[src/rtl/add32_if.sv]
// Operand/result bundle for the add32 datapath unit.
// master drives operands and consumes results; slave is the adder side.
interface add32_if #(
    parameter int WIDTH = 32
);
    logic             in_valid;
    logic [WIDTH-1:0] a;
    logic [WIDTH-1:0] b;
    logic [WIDTH-1:0] answer;
    logic             carry;
    logic             out_valid;

    modport master (output in_valid, a, b, input answer, carry, out_valid);
    modport slave  (input in_valid, a, b, output answer, carry, out_valid);
endinterface

[src/rtl/add32.sv]
// Two-level carry-lookahead unsigned adder with a single registered output stage.
// 4-bit CLA groups feed a flat sum-of-products lookahead across the groups.
module cla4 (
    input  logic [3:0] g_i,
    input  logic [3:0] p_i,
    input  logic       c_i,
    output logic [3:0] c_o,
    output logic       gg_o,
    output logic       gp_o
);
    // c_o[n] is the carry into bit n of the group
    assign c_o[0] = c_i;
    assign c_o[1] = g_i[0] | (p_i[0] & c_i);
    assign c_o[2] = g_i[1] | (p_i[1] & g_i[0]) | (p_i[1] & p_i[0] & c_i);
    assign c_o[3] = g_i[2] | (p_i[2] & g_i[1]) | (p_i[2] & p_i[1] & g_i[0])
                  | (p_i[2] & p_i[1] & p_i[0] & c_i);
    assign gg_o   = g_i[3] | (p_i[3] & g_i[2]) | (p_i[3] & p_i[2] & g_i[1])
                  | (p_i[3] & p_i[2] & p_i[1] & g_i[0]);
    assign gp_o   = &p_i;
endmodule

module add32 #(
    parameter int WIDTH = 32
) (
    input  logic   clk,
    input  logic   rst_n,
    add32_if.slave bus
);
    localparam int NG = WIDTH / 4;

    logic [WIDTH-1:0] g, p, c;
    logic [NG-1:0]    grp_g, grp_p;
    logic [NG:0]      grp_c;
    logic [WIDTH-1:0] answer_q, answer_d;
    logic             carry_q, carry_d;
    logic             out_valid_q;

    // Carry into group k as a flat OR of generate terms, each gated by the
    // propagates of the groups between it and k; no carry-in exists.
    function automatic logic lookahead(input logic [NG-1:0] gg,
                                       input logic [NG-1:0] gp,
                                       input int k);
        logic acc;
        logic term;
        acc = 1'b0;
        for (int j = 0; j < NG; j++) begin
            if (j < k) begin
                term = gg[j];
                for (int m = 0; m < NG; m++)
                    if (m > j && m < k) term = term & gp[m];
                acc = acc | term;
            end
        end
        return acc;
    endfunction

    assign g = bus.a & bus.b;
    assign p = bus.a ^ bus.b;

    for (genvar gi = 0; gi < NG; gi++) begin : g_grp
        cla4 u_cla (
            .g_i  (g[4*gi +: 4]),
            .p_i  (p[4*gi +: 4]),
            .c_i  (grp_c[gi]),
            .c_o  (c[4*gi +: 4]),
            .gg_o (grp_g[gi]),
            .gp_o (grp_p[gi])
        );
    end

    for (genvar k = 0; k <= NG; k++) begin : g_look
        assign grp_c[k] = lookahead(grp_g, grp_p, k);
    end

    assign answer_d = p ^ c;
    assign carry_d  = grp_c[NG];

    always_ff @(posedge clk or negedge rst_n) begin
        if (!rst_n) begin
            answer_q    <= '0;
            carry_q     <= 1'b0;
            out_valid_q <= 1'b0;
        end else begin
            out_valid_q <= bus.in_valid;
            if (bus.in_valid) begin
                answer_q <= answer_d;
                carry_q  <= carry_d;
            end
        end
    end

    assign bus.answer    = answer_q;
    assign bus.carry     = carry_q;
    assign bus.out_valid = out_valid_q;
endmodule

[src/flat_wrapper.sv]
// flat-port wrapper written by rule: the top's interface ports become plain ports
module add32_flat 
#(
    parameter int WIDTH = 32
)
  (clk, rst_n, bus_in_valid, bus_a, bus_b, bus_answer, bus_carry, bus_out_valid);
  add32_if #(.WIDTH(WIDTH)) bus_i ();
  input  logic clk;
  input  logic rst_n;
  input wire logic [$bits(bus_i.in_valid)-1:0] bus_in_valid;
  input wire logic [$bits(bus_i.a)-1:0] bus_a;
  input wire logic [$bits(bus_i.b)-1:0] bus_b;
  output wire logic [$bits(bus_i.answer)-1:0] bus_answer;
  output wire logic [$bits(bus_i.carry)-1:0] bus_carry;
  output wire logic [$bits(bus_i.out_valid)-1:0] bus_out_valid;
  assign bus_i.in_valid = bus_in_valid;
  assign bus_i.a = bus_a;
  assign bus_i.b = bus_b;
  assign bus_answer = bus_i.answer;
  assign bus_carry = bus_i.carry;
  assign bus_out_valid = bus_i.out_valid;
  add32 #(.WIDTH(WIDTH)) u_core (.clk(clk), .rst_n(rst_n), .bus(bus_i));
endmodule
[config.mk]
export PLATFORM = sky130hd
export DESIGN_NAME = add32_flat
export DESIGN_NICKNAME = d
export VERILOG_FILES = /design/src/rtl/add32_if.sv /design/src/rtl/add32.sv /design/src/flat_wrapper.sv
export SDC_FILE = /design/constraint.sdc
export NUM_CORES = 1
export LEC_CHECK = 0
export ABC_CLOCK_PERIOD_IN_PS = 1090
export CORE_ASPECT_RATIO = 1.25
export CORE_UTILIZATION = 30
export CTS_BUF_LIST = sky130_fd_sc_hd__clkbuf_8
export DETAILED_ROUTE_END_ITERATION = 10
export PLACE_DENSITY_LB_ADDON = 0.15
export SYNTH_ARGS = -nofsm -noshare
export SYNTH_HDL_FRONTEND = slang
export SYNTH_SLANG_ARGS = --single-unit
[constraint.sdc]
create_clock -name clk -period 1.09 [get_ports clk]
set_input_delay 0.327 -clock clk [delete_from_list [all_inputs] [get_ports clk]]
set_output_delay 0.327 -clock clk [all_outputs]
set_load 0.005 [all_outputs]
==> flow_summary.toml <==
[outcome]
outcome = "complete, but fails checks"
violations = "design-rule violations, negative setup slack"

[min_path]
worstHoldStart = "bus_b[0]"
hold_end = "u_core.bus.answer[0]$_DFFE_PN0P_"
hold_class = "in -> reg"
worstHoldPathCells = 3

[placed_design]
numPortBuffers = 100
gp_congestion = 0.810
dp_hpwl_um = 5570

[power]
leakage_nw = 2.33
pwr-share-seq_pct = 30.6
p_clk_share_pct = 16.8
p_comb_share_pct = 52.6
power_density_nw_per_um2 = 1080
ir_drop_v = 0.000527
switching_share_pct = 31.8
p_sw_mw = 1.73
internal_power_mw = 3.71

[flow_run]
drv_cap = 0

[floorplanning]
die_w_um = 84.1
design.core.area_um2 = 8190
io_pins = 101
dieArea_um2 = 8790
fp-row-count = 37
initial_utilization_pct = 30.8
fp.dieH_um = 105

[worst_setup_path]
r2r-start = "u_core.bus.answer[24]$_DFFE_PN0P_"
path_max_fanout = 4
crit_path_start_kind = "input port"
cpPeakStageDelay_ns = 0.40
cp_cell_sequence = "buf_2 > ha_4 > a21oi_1 > o21ai_1 > a221oi_4 > a31oi_1 > a211o_1 > or2_4 > fa_2 > mux2_4"
r2r_cells = 3
reg2reg_to = "u_core.bus.answer[24]$_DFFE_PN0P_"
regToRegSetupSlack_ns = 0.08
critPathKind = "in -> reg"
cp_slowest_cell = "fa_2"
crit_path_end_kind = "flop"
arrival_ns = 2.59
crit_required_ns = 1.26

[sta]
tightestPinTransition_ns = 0.292
fin_crit_sh_pct = 222
fmax_mhz = 413
rsz0062_at_grt = "yes"
setup_tns_ns = -29.42
hold_violations = 0
fin_skew_ns = 0
slew_violations = 0
setup_violations = 64
relSlewSlack_pct = 80.5
fin_crit_ns = 2.42
setup_slack_ns = -1.33

[routing]
num_vias = 2708
drtPass1Iterations = 7
drtAntennaViolNets = 0
via_per_inst = 4.87
drc_errors = 16
drt_wl_total_um = 8260
drt-initial-drc-count = 97
routedWlPerCell_um = 14.9

[global_routing]
grt_usage_pct = 19.0
grt_pass1_wl_um = 13200
grt.overflow.total = 0
grt_max_degree = 35
grt_pass1_vias = 2840
antenna_found_initial = 0

[clocking]
clk_pin_slew_ns = 0.08
cts_sinks = 34
clock_path_buffers = 2
cts_root_buf = "clkbuf_8"
clock_latency_ns = 0.28
cts_tree = "built"
cts_htree_levels = 2
cts_made_buffers = 5

[finish]
n_antenna_cell = 0
drive_gt1_share_pct = 62.3
nets = 566
final_core_util_pct = 61.4
syn_to_final_growth_pct = 99.1

[yosys]
synth_top_area_share_pct = 33.7
ys.flop_type = "dfrtp_1"
yosysSeqAreaShare_pct = 33.7
synth_warnings = 0
async_flop_share_pct = 100
synth_common_cells = "34 x dfrtp_1, 32 x ha_1, 18 x a21oi_1"
synth_area_leaders = "dfrtp_1 34%, ha_1 16%, mux2_2 6.7%"
synth-seq-cells = 34
syn_inst = 243
synth_fp_nets = 350
postSynthAreaPerCell_um2 = 10.4
synth_edf_count = 0
synth_top_area_cell = "dfrtp_1"
syn_area_um2 = 2530
synth_cell_type_count = 42
yosysMostFrequentCell = "dfrtp_1"
[critical path, delay by kind of cell]
kind,cells,cell delay [ns]
compound gates,5,0.99
fa+ha+maj,2,0.64
buf+inv,1,0.12
mux,1,0.26
simple gates,1,0.26
[cell usage in the layout, fill, tap and decap left out, drive strengths merged, types with 9 or more instances in the layout]
| master | n |
|---|---|
| a21o | 9 |
| a21oi | 20 |
| buf | 181 |
| clkdlybuf4s50 | 20 |
| dfrtp | 34 |
| ha | 32 |
| mux2 | 16 |
| nand2 | 17 |
| nor2 | 15 |
| o21ai | 11 |
| xnor2 | 13 |
[power groups by stage]
stage                     sequential [mW]  clock (mW)  combinational [mW]
after floorplan                      1.71           0               0.965
after global placement               1.70           0                2.29
after detailed placement             1.70           0                2.32
after CTS                            1.66       0.947                2.52
after global routing                 1.69        1.02                3.10
final                                1.66       0.913                2.86
[state kept, by name (all words and copies together) (netlist names)]
register	cells
u_core.bus.answer	32
u_core.bus.carry	1
u_core.bus.out_valid	1
[cell families (layout without fill, tap and decap cells)]
logic type	count (synthesis)	count (layout)	share of synthesized area, %
multiplexers	16	16	7.28
buffers and inverters	12	228	1.78
adder cells (fa/ha/maj)	40	40	22.2
XOR/XNOR	16	16	5.55
AND/OR/NAND/NOR	53	53	9.71
AO/OA/AOI/OAI	72	72	19.8
flip-flops	34	34	33.7
[how the worst max path moves through the flow]
stage,startpoint,endpoint,depth (start not counted)
5_1_grt,bus_b[13],u_core.bus.answer[30]$_DFFE_PN0P_,12
3_3_place_gp,bus_b[11],u_core.bus.answer[24]$_DFFE_PN0P_,10
3_5_place_dp,bus_b[11],u_core.bus.answer[24]$_DFFE_PN0P_,10
2_1_floorplan,bus_b[9],u_core.bus.answer[24]$_DFFE_PN0P_,9
6_report,bus_b[13],u_core.bus.answer[24]$_DFFE_PN0P_,10
4_1_cts,bus_b[11],u_core.bus.answer[28]$_DFFE_PN0P_,10
[stage by stage]
stage,instance area (µm²),total power [mW],cells,setup WS [ns],hold slack (ns)
final,5030,5.43,556,-1.33,0.395
after global routing,5030,5.81,556,-1.39,0.381
after CTS,4720,5.12,538,-1.33,0.426
after detailed placement,4370,4.02,501,-2.03,0.311
after global placement,4370,3.99,501,-1.99,0.310
after floorplan,2790,2.67,243,-1.38,0.0314
[repair_timing]
action	CTS	global route
hold buffers	1	0
hold endpoints to repair	13	0
resized for setup	355	37
pin swaps	63	27
setup endpoints to repair	67	66
buffers inserted	28	20
cloned	1	0
[area by class of cell]
class                      count  area, µm²
fill                         703       3160
clock inverter                 2       11.3
sequential                    34        851
inverter                       7       28.8
timing repair buffer         214       1680
tap                           97        121
multi-input combinational    197       2270
clock buffer                   5       68.8
[metal layers]
metal	routed length [µm]	share of wire [%]	track usage, %
met3	329	4.0	2.92
met1	3350	41	21.8
met5	0	0	0
met4	107	1.3	4.56
met2	4470	54	36.2
Power figures use the tool's default switching activity.
